$ cat src/rtl/nibble_serial_loader_if.sv
// ---------------------------------------------------------------------------
// nibble_serial_loader_if
//
// Serial bit stream handshake carried into nibble_serial_loader.
//
// Signals:
//   sin_valid - producer has a serial bit on sin_data this cycle
//   sin_data  - serial bit value
//   sin_ready - loader can take a bit this cycle
//
// Modports:
//   master - bit producer (drives valid/data, observes ready)
//   slave  - the loader (observes valid/data, drives ready)
// ---------------------------------------------------------------------------
interface nibble_serial_loader_if;
    logic sin_valid;
    logic sin_data;
    logic sin_ready;

    modport master (
        output sin_valid,
        output sin_data,
        input  sin_ready
    );

    modport slave (
        input  sin_valid,
        input  sin_data,
        output sin_ready
    );
endinterface

$ cat src/rtl/nibble_serial_loader.sv
// ---------------------------------------------------------------------------
// nibble_serial_loader
//
// Serial front end for the 4-bit parallel-load register. A frame is opened
// with start, then four data bits and one even-parity bit are taken over the
// sin valid/ready handshake. A good frame is committed to I with a one-cycle
// load pulse. A bad frame leaves I alone and gives a one-cycle err pulse.
//
// Parameters:
//   MSB_FIRST - 0: first data bit lands in I[0]; 1: first data bit in I[3]
//
// Ports:
//   clk   - clock, rising edge
//   rstb  - asynchronous active-low reset
//   start - frame start request, only looked at in IDLE
//   abort - synchronous cancel of the frame in progress
//   sin   - serial bit handshake (slave side)
//   I     - committed nibble, parallel input of the downstream register
//   load  - one-cycle commit pulse, load select of the downstream register
//   err   - one-cycle parity-error pulse
//   busy  - high in any state other than IDLE
// ---------------------------------------------------------------------------
module nibble_serial_loader #(
    parameter bit MSB_FIRST = 1'b0
) (
    input  logic                          clk,
    input  logic                          rstb,
    input  logic                          start,
    input  logic                          abort,
    nibble_serial_loader_if.slave         sin,
    output logic [3:0]                    I,
    output logic                          load,
    output logic                          err,
    output logic                          busy
);

    typedef enum logic [1:0] {
        IDLE   = 2'd0,
        DATA   = 2'd1,
        PARITY = 2'd2,
        LOAD   = 2'd3
    } state_t;

    state_t     state;
    logic [1:0] cnt;
    logic [3:0] sh;
    logic [1:0] bit_idx;
    logic       accept;

    // Handshake flags come straight from the state register so there is no
    // combinational path from any input to sin_ready or busy.
    assign sin.sin_ready = (state == DATA) || (state == PARITY);
    assign busy          = (state != IDLE);
    assign accept        = sin.sin_valid && sin.sin_ready;

    // In MSB-first mode the first bit has to land in sh[3]; 3 - cnt is the
    // bitwise inverse of the 2-bit counter.
    always_comb begin
        bit_idx = cnt;
        if (MSB_FIRST) begin
            bit_idx = ~cnt;
        end
    end

    always_ff @(posedge clk or negedge rstb) begin
        if (!rstb) begin
            state <= IDLE;
            cnt   <= 2'd0;
            sh    <= 4'd0;
            I     <= 4'd0;
            load  <= 1'b0;
            err   <= 1'b0;
        end else begin
            // load and err are pulses; they are only raised on the single
            // edge that leaves PARITY, so they can never overlap or repeat.
            load <= 1'b0;
            err  <= 1'b0;
            case (state)
                IDLE: begin
                    if (start && !abort) begin
                        state <= DATA;
                        cnt   <= 2'd0;
                        sh    <= 4'd0;
                    end
                end
                DATA: begin
                    // abort takes priority over a bit arriving on the same edge
                    if (abort) begin
                        state <= IDLE;
                        cnt   <= 2'd0;
                    end else if (accept) begin
                        sh[bit_idx] <= sin.sin_data;
                        cnt         <= cnt + 2'd1;
                        if (cnt == 2'd3) begin
                            state <= PARITY;
                        end
                    end
                end
                PARITY: begin
                    if (abort) begin
                        state <= IDLE;
                    end else if (accept) begin
                        // Even parity: data bits plus parity bit must XOR to 0
                        if ((^sh ^ sin.sin_data) == 1'b0) begin
                            state <= LOAD;
                            I     <= sh;
                            load  <= 1'b1;
                        end else begin
                            state <= IDLE;
                            err   <= 1'b1;
                        end
                    end
                end
                LOAD: begin
                    state <= IDLE;
                end
                default: begin
                    state <= IDLE;
                end
            endcase
        end
    end

endmodule

$ cat src/flat_wrapper.sv
// flat-port wrapper written by rule: the top's interface ports become plain ports
module nibble_serial_loader_flat 
#(
    parameter bit MSB_FIRST = 1'b0
)
  (clk, rstb, start, abort, I, load, err, busy, sin_sin_valid, sin_sin_data, sin_sin_ready);
  nibble_serial_loader_if sin_i ();
  input  logic clk;
  input  logic rstb;
  input  logic start;
  input  logic abort;
  output logic [3:0] I;
  output logic load;
  output logic err;
  output logic busy;
  input wire logic [$bits(sin_i.sin_valid)-1:0] sin_sin_valid;
  input wire logic [$bits(sin_i.sin_data)-1:0] sin_sin_data;
  output wire logic [$bits(sin_i.sin_ready)-1:0] sin_sin_ready;
  assign sin_i.sin_valid = sin_sin_valid;
  assign sin_i.sin_data = sin_sin_data;
  assign sin_sin_ready = sin_i.sin_ready;
  nibble_serial_loader #(.MSB_FIRST(MSB_FIRST)) u_core (.clk(clk), .rstb(rstb), .start(start), .abort(abort), .sin(sin_i), .I(I), .load(load), .err(err), .busy(busy));
endmodule
$ cat config.mk
export PLATFORM = sky130hd
export DESIGN_NAME = nibble_serial_loader_flat
export DESIGN_NICKNAME = d
export VERILOG_FILES = /design/src/rtl/nibble_serial_loader_if.sv /design/src/rtl/nibble_serial_loader.sv /design/src/flat_wrapper.sv
export SDC_FILE = /design/constraint.sdc
export NUM_CORES = 1
export LEC_CHECK = 0
export CAP_MARGIN = 20
export CORE_MARGIN = 2
export CORE_UTILIZATION = 51
export CTS_CLUSTER_SIZE = 10
export DETAILED_ROUTE_END_ITERATION = 7
export PLACE_DENSITY = 0.75
export SLEW_MARGIN = 20
export SYNTH_ARGS = -nofsm -noshare
export SYNTH_HDL_FRONTEND = slang
export SYNTH_SLANG_ARGS = --single-unit
export TNS_END_PERCENT = 30
$ cat constraint.sdc
create_clock -name clk -period 2.1 [get_ports clk]
set_input_delay 0.42 -clock clk [delete_from_list [all_inputs] [get_ports clk]]
set_output_delay 0.42 -clock clk [all_outputs]
set_load 0.005 [all_outputs]
Yosys cells after proc, flatten, opt, wreduce, memory -nomap -nowiden --
Cells that the tools add are included.
Storage, ports and cells: bits in latches 0, memory bits (read-only) 0, bits of input ports 6, bits in registers 14, memories kept 0, output and inout bits 8, logic and storage cells 62, bits in writable memories 0
Operators by class: reductions and logical operators 13, multiply operators 0, shift-type cells 0, div/mod/pow operators 0, bitwise gates (word level) 3, equality and inequality tests 10, add/subtract/negate cells 1, order comparisons 2, multiplexer cells 27
Operator list (count):
- two-way mux 2 bit | 10
- two-way mux 4 bit | 3
- AND reduction 4 bit | 3
- two-way mux 1 bit | 9
- one-hot mux 2 bit (4 select lines) | 1
- one-hot mux 4 bit (2 select lines) | 1
- == test 2 bit, second input constant | 3
- inequality test 3 x 2 -> 1 bit, second input constant | 2
- bitwise mux 4 bit | 1
- inequality test 2 x 1 -> 1 bit, second input constant | 2
- one-hot mux 2 bit (2 select lines) | 1
- nonzero test 2 bit | 2
- parity 4 bit | 1
- logical AND 1 bit | 3
- < comparator 2 x 3 -> 1 bit, second input constant | 1
- inequality test 3 bit, second input constant | 1
- AND reduction 3 bit | 1
- adder 2 x 1 -> 2 bit, second input constant | 1
- demux 1 bit (select 2 bit) | 1
- == test 2 x 1 -> 1 bit, second input constant | 1
- >= comparator 2 x 1 -> 1 bit, second input constant | 1
- zero test 2 bit | 1
- inequality test 2 bit, second input constant | 1
- inverter 1 bit | 2
- 3 further kinds | 3

Longest topological paths before layout --
Gate-level depths: netlist (run 1).
word-level depth 8, mapped depth 7

Worst setup path after synthesis (run 1) --
OpenSTA, ideal clock, no wires.
path type register -> register, from register u_core.state[1], to register u_core.sh[0], slack 422 ps, arrival time 1557 ps, required time 1979 ps, cell stages (with the launch flop) 8, path through dfrtp_1 > inv_1 > ha_1 > buf_2 > inv_1 > o221ai_1 > o22ai_1 > a22o_1
Between the ends: longest elaborated chain between the ends 5
RTL lines:
- start: declaration | RTL line nibble_serial_loader.sv:44 | state_t state;
- start signal: assignment | RTL line nibble_serial_loader.sv:67 | state <= IDLE;
- start signal: assignment | RTL line nibble_serial_loader.sv:81 | state <= DATA;
- start signal: assignment | RTL line nibble_serial_loader.sv:89 | state <= IDLE;
- == test 2 x 1 -> 1 bit / == test 2 bit (equally long branches) | RTL line nibble_serial_loader.sv:52, nibble_serial_loader.sv:78
- logical OR 1 bit | RTL line nibble_serial_loader.sv:52 | assign sin.sin_ready = (state == DATA) || (state == PARITY);
- logical AND 1 bit | RTL line nibble_serial_loader.sv:54 | assign accept = sin.sin_valid && sin.sin_ready;
- inequality test 2 x 1 -> 1 bit (no source line)
- AND reduction 4 bit (no source line)
- end signal: indexed assignment | RTL line nibble_serial_loader.sv:92 | sh[bit_idx] <= sin.sin_data;
- end: declaration | RTL line nibble_serial_loader.sv:46 | logic [3:0] sh;
Several ways; a longest one is shown, not always the timed one. A chain may end at the register's enable or synchronous reset.

Final worst setup path (run 1) --
from register u_core.state[1], to output busy
Between the ends: longest elaborated chain between the ends 1
RTL lines:
- nonzero test 2 bit | RTL line nibble_serial_loader.sv:53 | assign busy = (state != IDLE);
- end: declaration | RTL line flat_wrapper.sv:15 | output logic busy;
No other way between the ends.

==> flow_summary_export.csv, run 1 <==
group,metric,value,unit
worst_setup_path,crit_top_cell,"inv_1",
detailed_routing,drc,0,
clocking,clk_pin_slew,0.09,ns
finish,syn2layout_area_growth,22.0,%
floorplanning,rows,14,
sta,finClkSkew,0.00717,ns
synth,synth_area,863,sq um
global_routing,grt_first_pass_wirelength,2.47,mm
clocking,postCtsSetupBuffers,0,
clocking,clk_latency,0.28,ns
sta,hold_violations,0,
synth,yosysTopAreaCell,"dfrtp_1",
finish,final_common_cell,"dfrtp_1",
global_routing,antenna_found_initial,0,
worst_setup_path,reg2reg_to,"u_core.sh[0]",
finish,diodes,0,
worst_setup_path,r2r_cells,6,
place,placedCellCount,108,
finish,layout.nets,111,
sta,rsz0062_at_grt,"true",
clocking,numCtsBuffers,3,
sta,fin_crit_sh,0.953,
clocking,clkSinkCount,14,
detailed_routing,drt-met1-wl,690,um
sta,slew_headroom,0.562,
floorplanning,die_area,2040,sq um
worst_setup_path,crit_slowest_cell,"clkdlybuf4s50_1",
worst_setup_path,path_depth,4,
place,dpl_cell_area,1030,sq um
place,gp_congestion,0.798,
floorplanning,die_x,45.1,um
sta,tightest_slew,0.657,ns
worst_setup_path,crit_path_end,"busy",
worst_setup_path,reg2reg_slack,0.24,ns
finish,final_area,1050,sq um
power,total_power,1.40,mW
status,status,"complete, no violations",
detailed_routing,viasPerCell,5.72,
finish,drive_above_1_share,0.168,
sta,min_period,2.00,ns
worst_setup_path,worst-path-max-fanout,4,
synth,synth_top_area_frac,0.406,
worst_setup_path,r2r_start,"u_core.state[1]",
worst_setup_path,path_buf_inv,3,
synth,ys_ff_latch,14,
sta,setup_viol,0,
sta,clock.fmax,500,MHz
sta,final-max-slew-violation-count,0,
detailed_routing,post_drt_wl_per_cell,13.1,um
synth,synthTopCellsByArea,"dfrtp_1 41%, ha_1 12%, mux2_4 7.0%",
global_routing,first_global_vias,575,
clocking,cts_hold_buf,0,
detailed_routing,dr_wl_met2,617,um
detailed_routing,dr.pass1.iters,4,
global_routing,overflow,0,
detailed_routing,dr_wl_met3,91,um
detailed_routing,first_iter_violations,8,
power,power_density,1330,nW/um^2
detailed_routing,top_layer_used,"met4",
power,ir_drop,0.000661,V
synth,yosysSeqAreaShare,0.406,
synth,ys_warn_count,0,
worst_hold_path,hold_class,"flip-flop to flip-flop",
global_routing,grt_usage,0.176,
synth,synth_cells,77,
synth,synthDistinctLibCells,31,
place,io_buffers,13,
worst_setup_path,worst-setup-path-type,"flip-flop to primary output",
worst_setup_path,critPathTopFamily,"buffers and inverters",
run,drv_cap,0,
clocking,cts_tree,"built",
finish,mostFrequentLayoutCells,"14 x dfrtp_1, 13 x clkdlybuf4s50_1, 10 x inv_1, 8 x ha_1",
floorplanning,initial_core_util,0.560,
detailed_routing,wirelength,1.45,mm
worst_setup_path,start_kind,"flip-flop",
worst_setup_path,crit_start,"u_core.state[1]",
detailed_routing,vias,635,
worst_setup_path,critPathCaptureType,"primary output",
clocking,clock_path_buffers,2,
worst_setup_path,cp.arrival,1.58,ns
clocking,cts-resized-gates,0,
worst_setup_path,crit_chain,"inv_1, ha_1, inv_1, clkdlybuf4s50_1",
clocking,clk_root_buffer_cell,"clkbuf_4",
synth,syn-num-nets,91,
floorplanning,io_pins,14,
sta,finalSetupTns,0,ns
floorplanning,die_y,45.1,um
finish,fin_cells,111,
worst_setup_path,max_stage_delay,0.50,ns
place,dp_hpwl,1.10,mm
clocking,cts_max_level,1,
power,leakagePower,0.488,nW
detailed_routing,drtAntennaViolNets,0,
global_routing,grt_max_degree,15,
floorplanning,coreArea,1540,sq um
synth,avgSynthCellArea,11.2,sq um
worst_setup_path,worstPathRequired,1.68,ns
layer usage:
metal | GRT usage | vias up
met4 | 0.141 | 0
li1 | - | 311
met5 | 0 | -
met2 | 0.257 | 27
met3 | 0.0280 | 5
met1 | 0.229 | 292
cell families after synthesis:
| family | share of synthesized area |
|---|---|
| simple gates | 0.106 |
| compound gates | 0.199 |
| flops | 0.406 |
| mux | 0.0696 |
| fa+ha+maj | 0.116 |
| xor+xnor | 0.0551 |
| buf+inv | 0.0493 |
cells in the mapped netlist:
| cell | n |
|---|---|
| a21bo_2 | 1 |
| a21boi_0 | 1 |
| a21o_1 | 1 |
| a21oi_1 | 1 |
| a22o_1 | 4 |
| a2bb2oi_2 | 1 |
| a31o_2 | 1 |
| a32o_1 | 1 |
| and2_1 | 1 |
| and3_1 | 1 |
| buf_2 | 1 |
| dfrtp_1 | 14 |
| ha_1 | 8 |
| inv_1 | 10 |
| mux2_4 | 4 |
| nand2_1 | 4 |
| nand2b_1 | 3 |
| nand3_1 | 2 |
| nand3b_1 | 1 |
| nor2_1 | 1 |
| nor2_4 | 1 |
| nor2b_1 | 2 |
| o2111ai_1 | 1 |
| o21ai_0 | 1 |
| o21ba_2 | 1 |
| o21bai_1 | 2 |
| o221ai_1 | 1 |
| o22ai_1 | 4 |
| xnor2_2 | 1 |
| xnor3_1 | 1 |
| xor2_1 | 1 |
report_power, final:
| group | total (mW) | switching, mW | internal, mW |
|---|---|---|---|
| clock | 0.151 | 0.0849 | 0.0665 |
| sequential | 0.436 | 0.0767 | 0.359 |
| combinational | 0.812 | 0.368 | 0.444 |
| total | 1.40 | 0.530 | 0.870 |
how the worst min path moves through the flow:
stage,startpoint,to,cells past startpoint
detailed placement,u_core.I[1],u_core.I[1],1
CTS,u_core.I[1],u_core.I[1],1
global route,u_core.I[2],u_core.I[2],1
finish,u_core.I[1],u_core.I[1],1
global placement,u_core.I[1],u_core.I[1],1
floorplan,rstb,u_core.I[0],0
flip-flops by register name, indices dropped and copies added, names as in the netlist:
signal          count
u_core.I            4
u_core.sh           4
u_core.state        2
u_core.err          1
u_core.bit_idx      2
u_core.load         1
cell type report:
type | count | area [sq um]
Sequential cell | 14 | 350
Multi-Input combinational cell | 52 | 470
Timing Repair Buffer | 16 | 153
Inverter | 10 | 37.5
Clock buffer | 3 | 22.5
Fill cell | 127 | 488
Tap cell | 16 | 20.0
per-stage QoR:
step / hold slack (ns) / utilization / worst slack [ns]
2_1_floorplan: 0.124 / - / 0.422
6_report: 0.518 / 0.683 / 0.0995
4_1_cts: 0.522 / 0.683 / 0.0789
5_1_grt: 0.543 / 0.683 / -0.00678
3_3_place_gp: 0.499 / 0.669 / -0.0669
3_5_place_dp: 0.504 / 0.669 / -0.0876
Note: power is estimated with default switching activity, not from simulation.
==> run 2: changes to the inputs <==
--- a/config.mk
+++ b/config.mk
@@ -6,7 +6,6 @@
 export NUM_CORES = 1
 export LEC_CHECK = 0
 export CAP_MARGIN = 20
-export CORE_MARGIN = 2
 export CORE_UTILIZATION = 51
 export CTS_CLUSTER_SIZE = 10
 export DETAILED_ROUTE_END_ITERATION = 7
==> run 2 against run 1 <==
Net effect: clock skew is 0.0065 ns lower; die area is 8.7% lower; global-route usage is 1.7 points higher; utilization stayed put; critical path depth stayed put; clock-buffer cell count stayed put; register-to-register slack hardly changed; combinational power hardly changed; non-clock buffer count stayed put; wire length is 0.34% lower; flip-flop and latch count stayed put; clock power is 3% lower; critical path type unchanged.
==> flow_summary_export.csv, run 2 (synthesis gave the netlist of run 1 again) <==
group,metric,value,unit
detailed_routing,post_drt_wl_per_cell,13.0,um
clocking,cts_tree,"built",
finish,mostFrequentLayoutCells,"14 x dfrtp_1, 13 x clkdlybuf4s50_1, 10 x inv_1, 8 x ha_1",
clocking,cts_max_level,1,
sta,final-max-slew-violation-count,0,
detailed_routing,first_iter_violations,8,
floorplanning,die_area,1860,sq um
power,swShare,0.376,
sta,finalSetupTns,0,ns
sta,setup_viol,0,
worst_setup_path,critPathCaptureType,"primary output",
detailed_routing,drc,0,
sta,slew_headroom,0.553,
sta,rsz0062_at_grt,"false",
run,drv_cap,0,
floorplanning,coreArea,1540,sq um
worst_setup_path,worst-path-max-fanout,4,
place,io_buffers,13,
worst_setup_path,r2r_start,"u_core.state[0]",
clocking,clock_path_buffers,2,
sta,min_period,1.99,ns
worst_hold_path,hold_path.startpoint,"u_core.I[2]",
detailed_routing,drtAntennaViolNets,0,
floorplanning,rows,14,
global_routing,grt_max_degree,15,
power,ir_drop,0.000648,V
power,total_power,1.40,mW
power,p_int,871,uW
clocking,cts-resized-gates,0,
clocking,numCtsBuffers,3,
global_routing,antenna_found_initial,0,
worst_setup_path,cp.arrival,1.57,ns
sta,fin_crit_sh,0.947,
worst_setup_path,worstPathRequired,1.68,ns
worst_setup_path,start_kind,"flip-flop",
detailed_routing,vias,635,
sta,finClkSkew,0.000621,ns
finish,syn2layout_area_growth,22.0,%
floorplanning,initial_core_util,0.560,
detailed_routing,viasPerCell,5.72,
floorplanning,die_x,43.1,um
finish,top_regs,"u_core.I: 4 flops, u_core.sh: 4 flops",
finish,diodes,0,
sta,tightest_slew,0.671,ns
sta,clock.fmax,503,MHz
finish,fin_util,0.683,
power,power_density,1320,nW/um^2
global_routing,grt_first_pass_wirelength,2.68,mm
power,p_seq_frac,0.314,
place,dp_hpwl,1.14,mm
finish,nFillCells,130,
detailed_routing,wirelength,1.45,mm
clocking,clkSinkCount,14,
finish,drive_above_1_share,0.168,
place,gp_congestion,0.813,
floorplanning,die_y,43.1,um
worst_setup_path,crit_start,"u_core.state[1]",
clocking,clk_latency,0.27,ns
power,pwr-share-comb,0.581,
finish,final_common_cell,"dfrtp_1",
place,pre_cts_ws,-0.0922,ns
status,status,"complete, no violations",
worst_setup_path,reg2reg_slack,0.23,ns
global_routing,grt_usage,0.194,
detailed_routing,dr.pass1.iters,4,
clocking,clk_root_buffer_cell,"clkbuf_4",
clocking,clk_pin_slew,0.08,ns
worst_hold_path,hold_class,"flip-flop to flip-flop",
power,clkPwrFrac,0.105,
global_routing,overflow,0,
finish,layout.nets,111,
power,p_switching,524,uW
power,leakagePower,0.488,nW
sta,hold_violations,0,
global_routing,first_global_vias,640,
floorplanning,io_pins,14,
worst_setup_path,worst-setup-path-type,"flip-flop to primary output",
sta,fin_ws,0.112,ns
clocking,postCtsSetupBuffers,0,
clocking,cts_hold_buf,0,
run 2: power by group through the flow:
stage	combinational, mW	sequential, mW	clock, mW
global route	0.916	0.451	0.160
floorplan	0.571	0.427	0
global placement	0.795	0.441	0
finish	0.812	0.438	0.146
CTS	0.819	0.440	0.151
detailed placement	0.813	0.444	0
run 2: layout make-up:
cell class	count	area [sq um]	share of cell area
Clock buffer	3	22.5	0.0214
Inverter	10	37.5	0.0356
Multi-Input combinational cell	52	470	0.447
Sequential cell	14	350	0.333
Tap cell	16	20.0	0.0190
Timing Repair Buffer	16	153	0.145
run 2: per-stage QoR:
stage	instances	hold slack, ns	area, sq um
after floorplan	77	0.124	863
after global placement	108	0.499	1030
after detailed placement	108	0.505	1030
after CTS	111	0.522	1050
after global routing	111	0.538	1050
final	111	0.514	1050
run 2: final timing paths:
check	end	depth (start not counted)
max	busy	4
min	u_core.I[2]	1
max reg2reg	u_core.sh[1]	6
min reg2reg	u_core.I[2]	1
max in group asynchronous	u_core.bit_idx[0]	1
min in group asynchronous	u_core.I[0]	1
run 2: worst max-delay path: stages (launching register included):
cell	delay [ns]
dfrtp_1	0.39
inv_1	0.09
ha_1	0.23
inv_1	0.09
clkdlybuf4s50_1	0.49
run 2: per-layer routing:
layer / vias up / part of all wire / track usage
li1: 308 / - / -
met1: 303 / 0.47 / 0.256
met2: 22 / 0.47 / 0.299
met3: 2 / 0.044 / 0.0383
met4: 0 / 0.0097 / 0.0970
met5: - / 0 / 0
